[config.mk]
export PLATFORM = sky130hd
export DESIGN_NAME = multicycle_control_flat
export DESIGN_NICKNAME = d
export VERILOG_FILES = /design/src/rtl/multicycle_control_pkg.sv /design/src/rtl/multicycle_control_if.sv /design/src/rtl/multicycle_control_opcode_classify.sv /design/src/rtl/multicycle_control.sv /design/src/flat_wrapper.sv
export SDC_FILE = /design/constraint.sdc
export NUM_CORES = 1
export LEC_CHECK = 0
export ABC_AREA = 1
export BUFFER_PORTS_ARGS = -buffer_cell sky130_fd_sc_hd__buf_2
export CAP_MARGIN = 5
export CORE_UTILIZATION = 57
export DETAILED_ROUTE_END_ITERATION = 8
export GPL_TIMING_DRIVEN = 0
export HOLD_SLACK_MARGIN = 0.06
export PLACE_DENSITY = 0.95
export SYNTH_ARGS = -nofsm -noshare
export SYNTH_HDL_FRONTEND = slang
export SYNTH_HIERARCHICAL = 1
export SYNTH_SLANG_ARGS = --single-unit
[constraint.sdc]
create_clock -name clk -period 3.89 [get_ports clk]
set_input_delay 0.9725 -clock clk [delete_from_list [all_inputs] [get_ports clk]]
set_output_delay 0.9725 -clock clk [all_outputs]
set_load 0.05 [all_outputs]
[src/rtl/multicycle_control_pkg.sv]
`default_nettype none
// ============================================================================
// riscv_ctrl_pkg: shared types and codes for the multi-cycle RV32I controller.
// Revision 1.0
// ============================================================================
package riscv_ctrl_pkg;

  typedef enum logic [2:0] {
    ST_IDLE   = 3'd0,
    ST_FETCH  = 3'd1,
    ST_DECODE = 3'd2,
    ST_EXEC   = 3'd3,
    ST_MEM    = 3'd4,
    ST_WB     = 3'd5,
    ST_FAULT  = 3'd6
  } state_e;

  typedef enum logic [3:0] {
    CLS_R       = 4'd0,
    CLS_IALU    = 4'd1,
    CLS_LOAD    = 4'd2,
    CLS_STORE   = 4'd3,
    CLS_BRANCH  = 4'd4,
    CLS_JAL     = 4'd5,
    CLS_JALR    = 4'd6,
    CLS_LUI     = 4'd7,
    CLS_AUIPC   = 4'd8,
    CLS_ILLEGAL = 4'd9
  } instr_class_e;

  // instr[6:2] values
  localparam logic [4:0] OP_R      = 5'b01100;
  localparam logic [4:0] OP_IALU   = 5'b00100;
  localparam logic [4:0] OP_LOAD   = 5'b00000;
  localparam logic [4:0] OP_STORE  = 5'b01000;
  localparam logic [4:0] OP_BRANCH = 5'b11000;
  localparam logic [4:0] OP_JAL    = 5'b11011;
  localparam logic [4:0] OP_JALR   = 5'b11001;
  localparam logic [4:0] OP_LUI    = 5'b01101;
  localparam logic [4:0] OP_AUIPC  = 5'b00101;

  localparam logic [1:0] SRC_A_PC    = 2'b00;
  localparam logic [1:0] SRC_A_OLDPC = 2'b01;
  localparam logic [1:0] SRC_A_RS1   = 2'b10;

  localparam logic [1:0] SRC_B_RS2   = 2'b00;
  localparam logic [1:0] SRC_B_IMM   = 2'b01;
  localparam logic [1:0] SRC_B_FOUR  = 2'b10;

  localparam logic [1:0] ALU_ADD     = 2'b00;
  localparam logic [1:0] ALU_BRANCH  = 2'b01;
  localparam logic [1:0] ALU_RTYPE   = 2'b10;
  localparam logic [1:0] ALU_ITYPE   = 2'b11;

  localparam logic [1:0] RES_ALUOUT  = 2'b00;
  localparam logic [1:0] RES_MEM     = 2'b01;
  localparam logic [1:0] RES_PC      = 2'b10;
  localparam logic [1:0] RES_IMM     = 2'b11;

endpackage
`default_nettype wire

[src/rtl/multicycle_control_if.sv]
`default_nettype none
// ============================================================================
// multicycle_control_if: controller <-> datapath/memory control bundle.
// Revision 1.0
// ============================================================================
interface multicycle_control_if #(
  parameter int CNT_W = 32
);
  logic             en;
  logic [31:0]      instr;
  logic             mem_ready;
  logic             branch_taken;
  logic             fault_clr;
  logic             mem_req;
  logic             mem_we;
  logic             adr_src;
  logic             ir_write;
  logic             pc_write;
  logic             pc_src;
  logic             reg_write;
  logic [1:0]       alu_src_a;
  logic [1:0]       alu_src_b;
  logic [1:0]       alu_op;
  logic [1:0]       result_src;
  logic             illegal;
  logic             timeout;
  logic             retire;
  logic [CNT_W-1:0] instret;
  logic [2:0]       state_dbg;

  modport master (
    input  en, instr, mem_ready, branch_taken, fault_clr,
    output mem_req, mem_we, adr_src, ir_write, pc_write, pc_src, reg_write,
           alu_src_a, alu_src_b, alu_op, result_src,
           illegal, timeout, retire, instret, state_dbg
  );

  modport slave (
    output en, instr, mem_ready, branch_taken, fault_clr,
    input  mem_req, mem_we, adr_src, ir_write, pc_write, pc_src, reg_write,
           alu_src_a, alu_src_b, alu_op, result_src,
           illegal, timeout, retire, instret, state_dbg
  );
endinterface
`default_nettype wire

[src/rtl/multicycle_control_opcode_classify.sv]
`default_nettype none
// ============================================================================
// opcode_classify: maps RV32I instr[6:2] to an instruction class.
// Revision 1.0
// ============================================================================
module opcode_classify
  import riscv_ctrl_pkg::*;
(
  input  logic [4:0]   opcode,
  output instr_class_e cls
);

  always_comb begin
    cls = CLS_ILLEGAL;
    case (opcode)
      OP_R:      cls = CLS_R;
      OP_IALU:   cls = CLS_IALU;
      OP_LOAD:   cls = CLS_LOAD;
      OP_STORE:  cls = CLS_STORE;
      OP_BRANCH: cls = CLS_BRANCH;
      OP_JAL:    cls = CLS_JAL;
      OP_JALR:   cls = CLS_JALR;
      OP_LUI:    cls = CLS_LUI;
      OP_AUIPC:  cls = CLS_AUIPC;
      default:   cls = CLS_ILLEGAL;
    endcase
  end

endmodule
`default_nettype wire

[src/rtl/multicycle_control.sv]
`default_nettype none
// ============================================================================
// multicycle_control: FETCH/DECODE/EXEC/MEM/WB sequencer for an RV32I datapath.
// Revision 1.0
// ============================================================================
module multicycle_control
  import riscv_ctrl_pkg::*;
#(
  parameter int MEM_TIMEOUT = 16,
  parameter int CNT_W       = 32
) (
  input  logic                 clk,
  input  logic                 rst,
  multicycle_control_if.master bus
);

  localparam int WAIT_W = (MEM_TIMEOUT < 1) ? 1 : $clog2(MEM_TIMEOUT + 1);
  localparam logic [WAIT_W-1:0] WAIT_LAST = WAIT_W'(MEM_TIMEOUT - 1);

  state_e            r_state;
  state_e            w_state_next;
  instr_class_e      r_cls;
  instr_class_e      w_cls;
  logic [WAIT_W-1:0] r_wait_cnt;
  logic [CNT_W-1:0]  r_instret;
  logic              r_illegal;
  logic              r_timeout;
  logic              w_retire;
  logic              w_set_illegal;
  logic              w_set_timeout;
  logic              w_wait_limit;
  logic              w_unused_instr;

  opcode_classify u_classify (
    .opcode (bus.instr[6:2]),
    .cls    (w_cls)
  );

  assign w_unused_instr = ^{bus.instr[31:7], bus.instr[1:0]};
  // Last permitted wait cycle: a ready here still completes the request.
  assign w_wait_limit   = (MEM_TIMEOUT != 0) && (r_wait_cnt == WAIT_LAST);

  assign bus.illegal   = r_illegal;
  assign bus.timeout   = r_timeout;
  assign bus.retire    = w_retire;
  assign bus.instret   = r_instret;
  assign bus.state_dbg = r_state;

  always_ff @(posedge clk or posedge rst) begin
    if (rst) begin
      r_state <= ST_IDLE;
    end else begin
      r_state <= w_state_next;
    end
  end

  always_ff @(posedge clk or posedge rst) begin
    if (rst) begin
      r_cls      <= CLS_R;
      r_wait_cnt <= '0;
      r_instret  <= '0;
      r_illegal  <= 1'b0;
      r_timeout  <= 1'b0;
    end else begin
      if (r_state == ST_DECODE) begin
        r_cls <= w_cls;
      end
      // Non-waiting cycles (including those before FETCH/MEM) zero the counter.
      if (bus.mem_req && !bus.mem_ready) begin
        r_wait_cnt <= r_wait_cnt + 1'b1;
      end else begin
        r_wait_cnt <= '0;
      end
      if (w_retire) begin
        r_instret <= r_instret + 1'b1;
      end
      if ((r_state == ST_FAULT) && bus.fault_clr) begin
        r_illegal <= 1'b0;
        r_timeout <= 1'b0;
      end else begin
        if (w_set_illegal) r_illegal <= 1'b1;
        if (w_set_timeout) r_timeout <= 1'b1;
      end
    end
  end

  always_comb begin
    w_state_next   = r_state;
    w_retire       = 1'b0;
    w_set_illegal  = 1'b0;
    w_set_timeout  = 1'b0;
    bus.mem_req    = 1'b0;
    bus.mem_we     = 1'b0;
    bus.adr_src    = 1'b0;
    bus.ir_write   = 1'b0;
    bus.pc_write   = 1'b0;
    bus.pc_src     = 1'b0;
    bus.reg_write  = 1'b0;
    bus.alu_src_a  = SRC_A_PC;
    bus.alu_src_b  = SRC_B_RS2;
    bus.alu_op     = ALU_ADD;
    bus.result_src = RES_ALUOUT;

    case (r_state)
      ST_IDLE: begin
        if (bus.en) w_state_next = ST_FETCH;
      end
      ST_FETCH: begin
        bus.mem_req = 1'b1;
        if (bus.mem_ready) begin
          bus.ir_write  = 1'b1;
          bus.pc_write  = 1'b1;
          bus.alu_src_b = SRC_B_FOUR;
          w_state_next  = ST_DECODE;
        end else if (w_wait_limit) begin
          w_set_timeout = 1'b1;
          w_state_next  = ST_FAULT;
        end
      end
      ST_DECODE: begin
        bus.alu_src_a = SRC_A_OLDPC;
        bus.alu_src_b = SRC_B_IMM;
        if (w_cls == CLS_ILLEGAL) begin
          w_set_illegal = 1'b1;
          w_state_next  = ST_FAULT;
        end else begin
          w_state_next  = ST_EXEC;
        end
      end
      ST_EXEC: begin
        w_state_next = ST_WB;
        case (r_cls)
          CLS_R: begin
            bus.alu_src_a = SRC_A_RS1;
            bus.alu_op    = ALU_RTYPE;
          end
          CLS_IALU: begin
            bus.alu_src_a = SRC_A_RS1;
            bus.alu_src_b = SRC_B_IMM;
            bus.alu_op    = ALU_ITYPE;
          end
          CLS_LOAD, CLS_STORE: begin
            bus.alu_src_a = SRC_A_RS1;
            bus.alu_src_b = SRC_B_IMM;
            w_state_next  = ST_MEM;
          end
          CLS_BRANCH: begin
            bus.alu_src_a = SRC_A_RS1;
            bus.alu_op    = ALU_BRANCH;
            bus.pc_write  = bus.branch_taken;
            bus.pc_src    = 1'b1;
            w_retire      = 1'b1;
          end
          CLS_JAL: begin
            bus.pc_write = 1'b1;
            bus.pc_src   = 1'b1;
          end
          CLS_JALR: begin
            bus.alu_src_a = SRC_A_RS1;
            bus.alu_src_b = SRC_B_IMM;
            bus.pc_write  = 1'b1;
          end
          CLS_AUIPC: begin
            bus.alu_src_a = SRC_A_OLDPC;
            bus.alu_src_b = SRC_B_IMM;
          end
          CLS_LUI: ;
          default: w_state_next = ST_IDLE;
        endcase
      end
      ST_MEM: begin
        bus.mem_req = 1'b1;
        bus.adr_src = 1'b1;
        bus.mem_we  = (r_cls == CLS_STORE);
        if (bus.mem_ready) begin
          if (r_cls == CLS_STORE) w_retire     = 1'b1;
          else                    w_state_next = ST_WB;
        end else if (w_wait_limit) begin
          w_set_timeout = 1'b1;
          w_state_next  = ST_FAULT;
        end
      end
      ST_WB: begin
        bus.reg_write = 1'b1;
        w_retire      = 1'b1;
        case (r_cls)
          CLS_LOAD:           bus.result_src = RES_MEM;
          CLS_JAL, CLS_JALR:  bus.result_src = RES_PC;
          CLS_LUI:            bus.result_src = RES_IMM;
          default:            bus.result_src = RES_ALUOUT;
        endcase
      end
      ST_FAULT: begin
        if (bus.fault_clr) w_state_next = ST_IDLE;
      end
      default: w_state_next = ST_IDLE;
    endcase

    // en is only consulted at the boundary, so dropping it never aborts work.
    if (w_retire) begin
      w_state_next = bus.en ? ST_FETCH : ST_IDLE;
    end
  end

endmodule
`default_nettype wire

[src/flat_wrapper.sv]
// flat-port wrapper written by rule: the top's interface ports become plain ports
module multicycle_control_flat import riscv_ctrl_pkg::*;
#(
  parameter int MEM_TIMEOUT = 16,
  parameter int CNT_W       = 32
)
  (clk, rst, bus_en, bus_instr, bus_mem_ready, bus_branch_taken, bus_fault_clr, bus_mem_req, bus_mem_we, bus_adr_src, bus_ir_write, bus_pc_write, bus_pc_src, bus_reg_write, bus_alu_src_a, bus_alu_src_b, bus_alu_op, bus_result_src, bus_illegal, bus_timeout, bus_retire, bus_instret, bus_state_dbg);
  multicycle_control_if #(.CNT_W(CNT_W)) bus_i ();
  input  logic clk;
  input  logic rst;
  input wire logic [$bits(bus_i.en)-1:0] bus_en;
  input wire logic [$bits(bus_i.instr)-1:0] bus_instr;
  input wire logic [$bits(bus_i.mem_ready)-1:0] bus_mem_ready;
  input wire logic [$bits(bus_i.branch_taken)-1:0] bus_branch_taken;
  input wire logic [$bits(bus_i.fault_clr)-1:0] bus_fault_clr;
  output wire logic [$bits(bus_i.mem_req)-1:0] bus_mem_req;
  output wire logic [$bits(bus_i.mem_we)-1:0] bus_mem_we;
  output wire logic [$bits(bus_i.adr_src)-1:0] bus_adr_src;
  output wire logic [$bits(bus_i.ir_write)-1:0] bus_ir_write;
  output wire logic [$bits(bus_i.pc_write)-1:0] bus_pc_write;
  output wire logic [$bits(bus_i.pc_src)-1:0] bus_pc_src;
  output wire logic [$bits(bus_i.reg_write)-1:0] bus_reg_write;
  output wire logic [$bits(bus_i.alu_src_a)-1:0] bus_alu_src_a;
  output wire logic [$bits(bus_i.alu_src_b)-1:0] bus_alu_src_b;
  output wire logic [$bits(bus_i.alu_op)-1:0] bus_alu_op;
  output wire logic [$bits(bus_i.result_src)-1:0] bus_result_src;
  output wire logic [$bits(bus_i.illegal)-1:0] bus_illegal;
  output wire logic [$bits(bus_i.timeout)-1:0] bus_timeout;
  output wire logic [$bits(bus_i.retire)-1:0] bus_retire;
  output wire logic [$bits(bus_i.instret)-1:0] bus_instret;
  output wire logic [$bits(bus_i.state_dbg)-1:0] bus_state_dbg;
  assign bus_i.en = bus_en;
  assign bus_i.instr = bus_instr;
  assign bus_i.mem_ready = bus_mem_ready;
  assign bus_i.branch_taken = bus_branch_taken;
  assign bus_i.fault_clr = bus_fault_clr;
  assign bus_mem_req = bus_i.mem_req;
  assign bus_mem_we = bus_i.mem_we;
  assign bus_adr_src = bus_i.adr_src;
  assign bus_ir_write = bus_i.ir_write;
  assign bus_pc_write = bus_i.pc_write;
  assign bus_pc_src = bus_i.pc_src;
  assign bus_reg_write = bus_i.reg_write;
  assign bus_alu_src_a = bus_i.alu_src_a;
  assign bus_alu_src_b = bus_i.alu_src_b;
  assign bus_alu_op = bus_i.alu_op;
  assign bus_result_src = bus_i.result_src;
  assign bus_illegal = bus_i.illegal;
  assign bus_timeout = bus_i.timeout;
  assign bus_retire = bus_i.retire;
  assign bus_instret = bus_i.instret;
  assign bus_state_dbg = bus_i.state_dbg;
  multicycle_control #(.MEM_TIMEOUT(MEM_TIMEOUT), .CNT_W(CNT_W)) u_core (.clk(clk), .rst(rst), .bus(bus_i));
endmodule
Word-level counts from Yosys, hierarchy flattened
Memories as Yosys holds them, arrays and structs flattened. Cells that the tools add are included.

Register bits after elaboration: 46. Bits in latches: 0. RAM bits: 0. Memory bits (read-only): 128. Input bits: 38. Output and inout bits: 53. Word-level logic and storage cells: 88. Memories: 1.

Add/sub/neg operators: 2. Multiply operators: 0. Divide/modulo/power cells: 0. Magnitude comparators: 0. Equal/unequal tests: 20. Shift operators: 0. Multiplexer cells: 44. Bitwise logic cells: 0. Reductions and logical operators: 15.

Memory list: (name not given) (depth 32, width 4, read ports 1, clocked after Yosys merged registers in 0, write ports 0, line multicycle_control_opcode_classify.sv:15) `case (opcode)`.

Operator list (count): 32-bit by 1-bit adder with 32-bit output, second input constant (1); 3-bit two-way mux (8); 1-bit two-way mux (22); 3-bit one-hot mux with 7 select lines (1); 2-bit one-hot mux with 3 select lines (3); 4-bit by 3-bit == test with 1-bit output, second input constant (4); 3-bit == test, second input constant (3); 4-bit by 2-bit == test with 1-bit output, second input constant (2); 4-bit == test, second input constant (2); 2-bit one-hot mux with 2 select lines (2); 2-bit OR reduction (4); 7-bit OR reduction (1); 3-bit by 2-bit == test with 1-bit output, second input constant (2); 2-bit two-way mux (3); 3-bit inequality test, second input constant (2); 3-bit one-hot mux with 2 select lines (1); 6-bit OR reduction (1); 5-bit by 1-bit adder with 5-bit output, second input constant (1); 5-bit by 4-bit == test with 1-bit output, second input constant (1); 5-bit two-way mux (1); 5-bit OR reduction (1); 4-bit by 1-bit == test with 1-bit output, second input constant (1); 4-bit zero test (1); 4-bit inequality test, second input constant (1); 9 further kinds (12).

Longest topological paths before layout
Depth in word-level cells: 6. Gate-level depth with buffers: 14. Depth with buffers taken out: 14.

Cells and area by module
Netlist, hierarchy kept.

By module, submodules not included: multicycle_control (times used 1, cells an instance 480, area each 3029.2 um^2, sequential area each 1151.1 um^2); opcode_classify (times used 1, cells an instance 28, area each 126.4 um^2, sequential area each 0.0 um^2).

Least setup slack after synthesis
Ideal clock, no wire load.

Path type: register to output. From: register u_core.r_state[0] (netlist: u_core/bus.state_dbg[0]). To: output bus_result_src[0]. Arrival time: 3.403 ns. Required time: 2.918 ns. Path slack: -0.485 ns. Cell stages (with the launch flop): 3. Buffers on the path: 0. Cells stage by stage: dfrtp_1 -> nand3_1 -> a2111oi_0.

Cells in the longest elaborated chain, start to end: 2.

RTL lines: start, declared (line multicycle_control.sv:20) `state_e r_state;`; start signal, assigned (line multicycle_control.sv:53) `r_state <= w_state_next;`; 3-bit == test (line multicycle_control.sv:104) `case (r_state)`; 2-bit two-way mux (line multicycle_control.sv:104); end, declared (line flat_wrapper.sv:26) `output wire logic [$bits(bus_i.result_src)-1:0] bus_result_src;`.

No other way between the ends.

Worst setup path in the final report
From: register u_core.r_state[2] (netlist: u_core/bus.state_dbg[2]). To: output bus_alu_op[0].

Cells in the longest elaborated chain, start to end: 2.

RTL lines: 3-bit by 2-bit == test with 1-bit output (line multicycle_control.sv:104); 2-bit two-way mux (line multicycle_control.sv:104); end, declared (line flat_wrapper.sv:25) `output wire logic [$bits(bus_i.alu_op)-1:0] bus_alu_op;`.

No other way between the ends.

==> reports/results.txt <==
Status = completed
Setup bufs post-CTS = 0
Most common cell in the netlist = nand2_1
Layout overhead on the synthesized area = 17.05%
Area post-placement = 3580 um2
Via total after detailed routing = 3,465
Ys Warns = 6
Antenna fix cells = 0
CTS Root Cell = clkbuf_8
First-pass GRT wire length = 14,150 um
XOR/XNOR Fraction of Synth Area = 0.02776
CP Launch Type = register
Layout cell share with drive strength beyond 1 = 0.1655
Post-Route WL = 8291 um
Synth Register Bits = 46
Port bufs = 63
Leakage power = 2.004 nW
Crit end category = primary output
Seq/Total Area, Yosys = 0.3648
Post-synth EDFFs = 0
CTS sink count = 46
Maxcap violations = 0
# H-tree levels = 2
Post-synth top cells = nand2_1, nor2_1, inv_1
Net Count, Synth = 549
DRC Markers = 0
Initial DRC count = 242
CP required = 2.92 ns
Width of the die = 76.41 um
Unrepaired setup endpoints after global routing = no
Fin crit period = 2.980 ns
Period utilisation layout = 0.7660
Syn avg cell area = 6.212 um2
Synth area leaders = dfrtp_1, nand2_1, nor2_1, inv_1, nand3_1
Final #Nets = 620
Drt pass-1 iters = 5
Initial antenna violation count = 0
Die area = 5838 um2
Synth cell types = 28
Top-area cell type share of the netlist area = 0.3648
Top_reg_cell synth = dfrtp_1
CP max FO = 5
Max-slew violations = 0
Largest family of logic cells by synthesized area = simple AND/OR/NAND/NOR gates
Max clock buf depth = 2
Routed Antenna Nets = 0
Vias in the first global route = 3,193
Core Area = 5205 um2
Clk_skew = 0.009087 ns
Top-Level Pins = 91
Die height = 76.41 um
Power density over cell area = 480.7 nW/um2
Critical path type = register to primary output
Multiplexer share of the synthesized area = 0
CTS clk-pin slew, worst paths = 0.09 ns
Syn Inst Count = 508
Fmax = 335.6 MHz
Starting density of the core = 0.6062
Synth Area in Compound Gates = 0.04600
Hold crit path type = register to register
Slew Limit Headroom = 0.7134
Post_cts resized = 0
Hold_buf cts = 0
Post-DP HPWL = 6488 um
Largest net degree at the start of global routing = 29
Dpl cells = 642
Post-Syn Area = 3156 um2
Vias/cell = 5.331
Worst EP arrival = 2.01 ns
Rows = 26
Worst-Margin Slew = 0.4292 ns
Peak supply drop = 0.5415 mV
Final hold vios = 0
Final setup TNS = 0 ns
Final Cell Area = 3694 um2
Final Wtd Congestion = 0.9564
Number of setup violations in the final report = 0
Simple-Gate Fraction of Synth Area = 0.4607
Finished Layout Cells = 650
Insertion delay to the later sink of the worst-skew pair = 0.31 ns
CTS tree = built
Num CTS Buffers = 5
Yosys top cell by area = dfrtp_1
Post-Synth Adder-Cell Area = 0.01190
Total track usage = 0.2960
Async S/R FF share, synth = 1.000
Per-cell routed wire length = 12.76 um
Gr ovfl total = 0
==> worst max-delay path, cell delays in order, from the launching register on <==
cell and delay (ns):
dfrtp_1 0.46, inv_2 0.11, nand2_1 0.08, nor2_2 0.20, inv_1 0.15, nor4_2 0.23, nand2_1 0.12, nand2_1 0.10
buf_2 0.27
==> cell type report <==
| cell class | count | area [um2] |
|---|---|---|
| Tap cell | 70 | 87.58 |
| Clock inverter | 3 | 45.04 |
| Sequential cell | 46 | 1151 |
| Fill cell | 455 | 1511 |
| Timing Repair Buffer | 64 | 335.3 |
| Inverter | 60 | 225.2 |
| Multi-Input combinational cell | 395 | 1725 |
| Buffer | 7 | 55.05 |
| Clock buffer | 5 | 68.82 |
==> power by group <==
part | total, mW | switching (mW) | internal [mW]
clock network | 0.365 | 0.174 | 0.191
logic | 0.791 | 0.598 | 0.193
registers | 0.620 | 0.0830 | 0.537
total | 1.78 | 0.855 | 0.921
==> cells in the final DEF (no fill, tap or decap), types with 2 or more instances in the layout <==
master,netlist,routed
clkinvlp_4,0,2
nor2_1,85,85
nand2_2,4,4
ha_1,3,3
buf_4,3,3
nor3_1,5,5
clkbuf_8,0,5
nand4_1,2,2
buf_2,2,65
buf_6,2,2
nand2_1,215,215
inv_1,55,54
xor2_1,10,10
nand3b_1,4,4
o21ai_0,10,10
a31oi_1,2,2
dfrtp_1,46,46
nand3_1,32,32
o21ai_1,9,9
inv_2,5,6
nor2_2,5,5
==> state kept, by name, summed over array words and instances, names as in the netlist <==
signal	count
u_core/r_cls	4
u_core/r_wait_cnt	5
u_core/bus.illegal	1
u_core/bus.instret	32
u_core/bus.state_dbg	3
u_core/bus.timeout	1
==> per-layer routing <==
layer | vias up | wire length [um] | GRT usage | part of all wire
met3 | 23 | 627 | 0.04311 | 0.076
met4 | 0 | 206 | 0.1077 | 0.025
met1 | 1558 | 3446 | 0.3604 | 0.42
li1 | 1710 | - | - | -
met5 | - | 0 | 0 | 0
met2 | 174 | 4011 | 0.5279 | 0.48
==> path summary, 6_finish.rpt <==
path | startpoint | to | slack (ns) | depth (start not counted)
setup / recovery | u_core/bus.state_dbg[2] | bus_alu_op[0] | 0.91 | 8
hold / removal | u_core/r_wait_cnt[0] | u_core/r_wait_cnt[0] | 0.47 | 1
setup reg to reg | u_core/bus.instret[0] | u_core/bus.instret[28] | 2.03 | 10
hold reg to reg | u_core/r_wait_cnt[0] | u_core/r_wait_cnt[0] | 0.47 | 1
max in group asynchronous | rst | u_core/bus.instret[1] | 2.74 | 3
min in group asynchronous | rst | u_core/r_wait_cnt[2] | 0.65 | 2
==> stage by stage <==
| stage | util | hold slack (ns) | power [mW] | setup WS [ns] |
|---|---|---|---|---|
| floorplan | - | 0.4329 | 1.224 | 0.1824 |
| global placement | 0.6839 | 0.4451 | 1.388 | 1.115 |
| global route | 0.7096 | 0.4814 | 1.877 | 0.7344 |
| CTS | 0.7096 | 0.4743 | 1.779 | 0.9494 |
| detailed placement | 0.6877 | 0.4611 | 1.412 | 1.087 |
| finish | 0.7096 | 0.4691 | 1.775 | 0.9103 |
==> kinds of logic after synthesis <==
group | count (synthesis)
adders and majority gates | 3
DFF | 46
xor gates and xnor gates | 10
buffers and inverters | 67
and+or+nand+nor | 356
AOI/OAI and AO/OA | 26
Power figures use the tool's default switching activity.
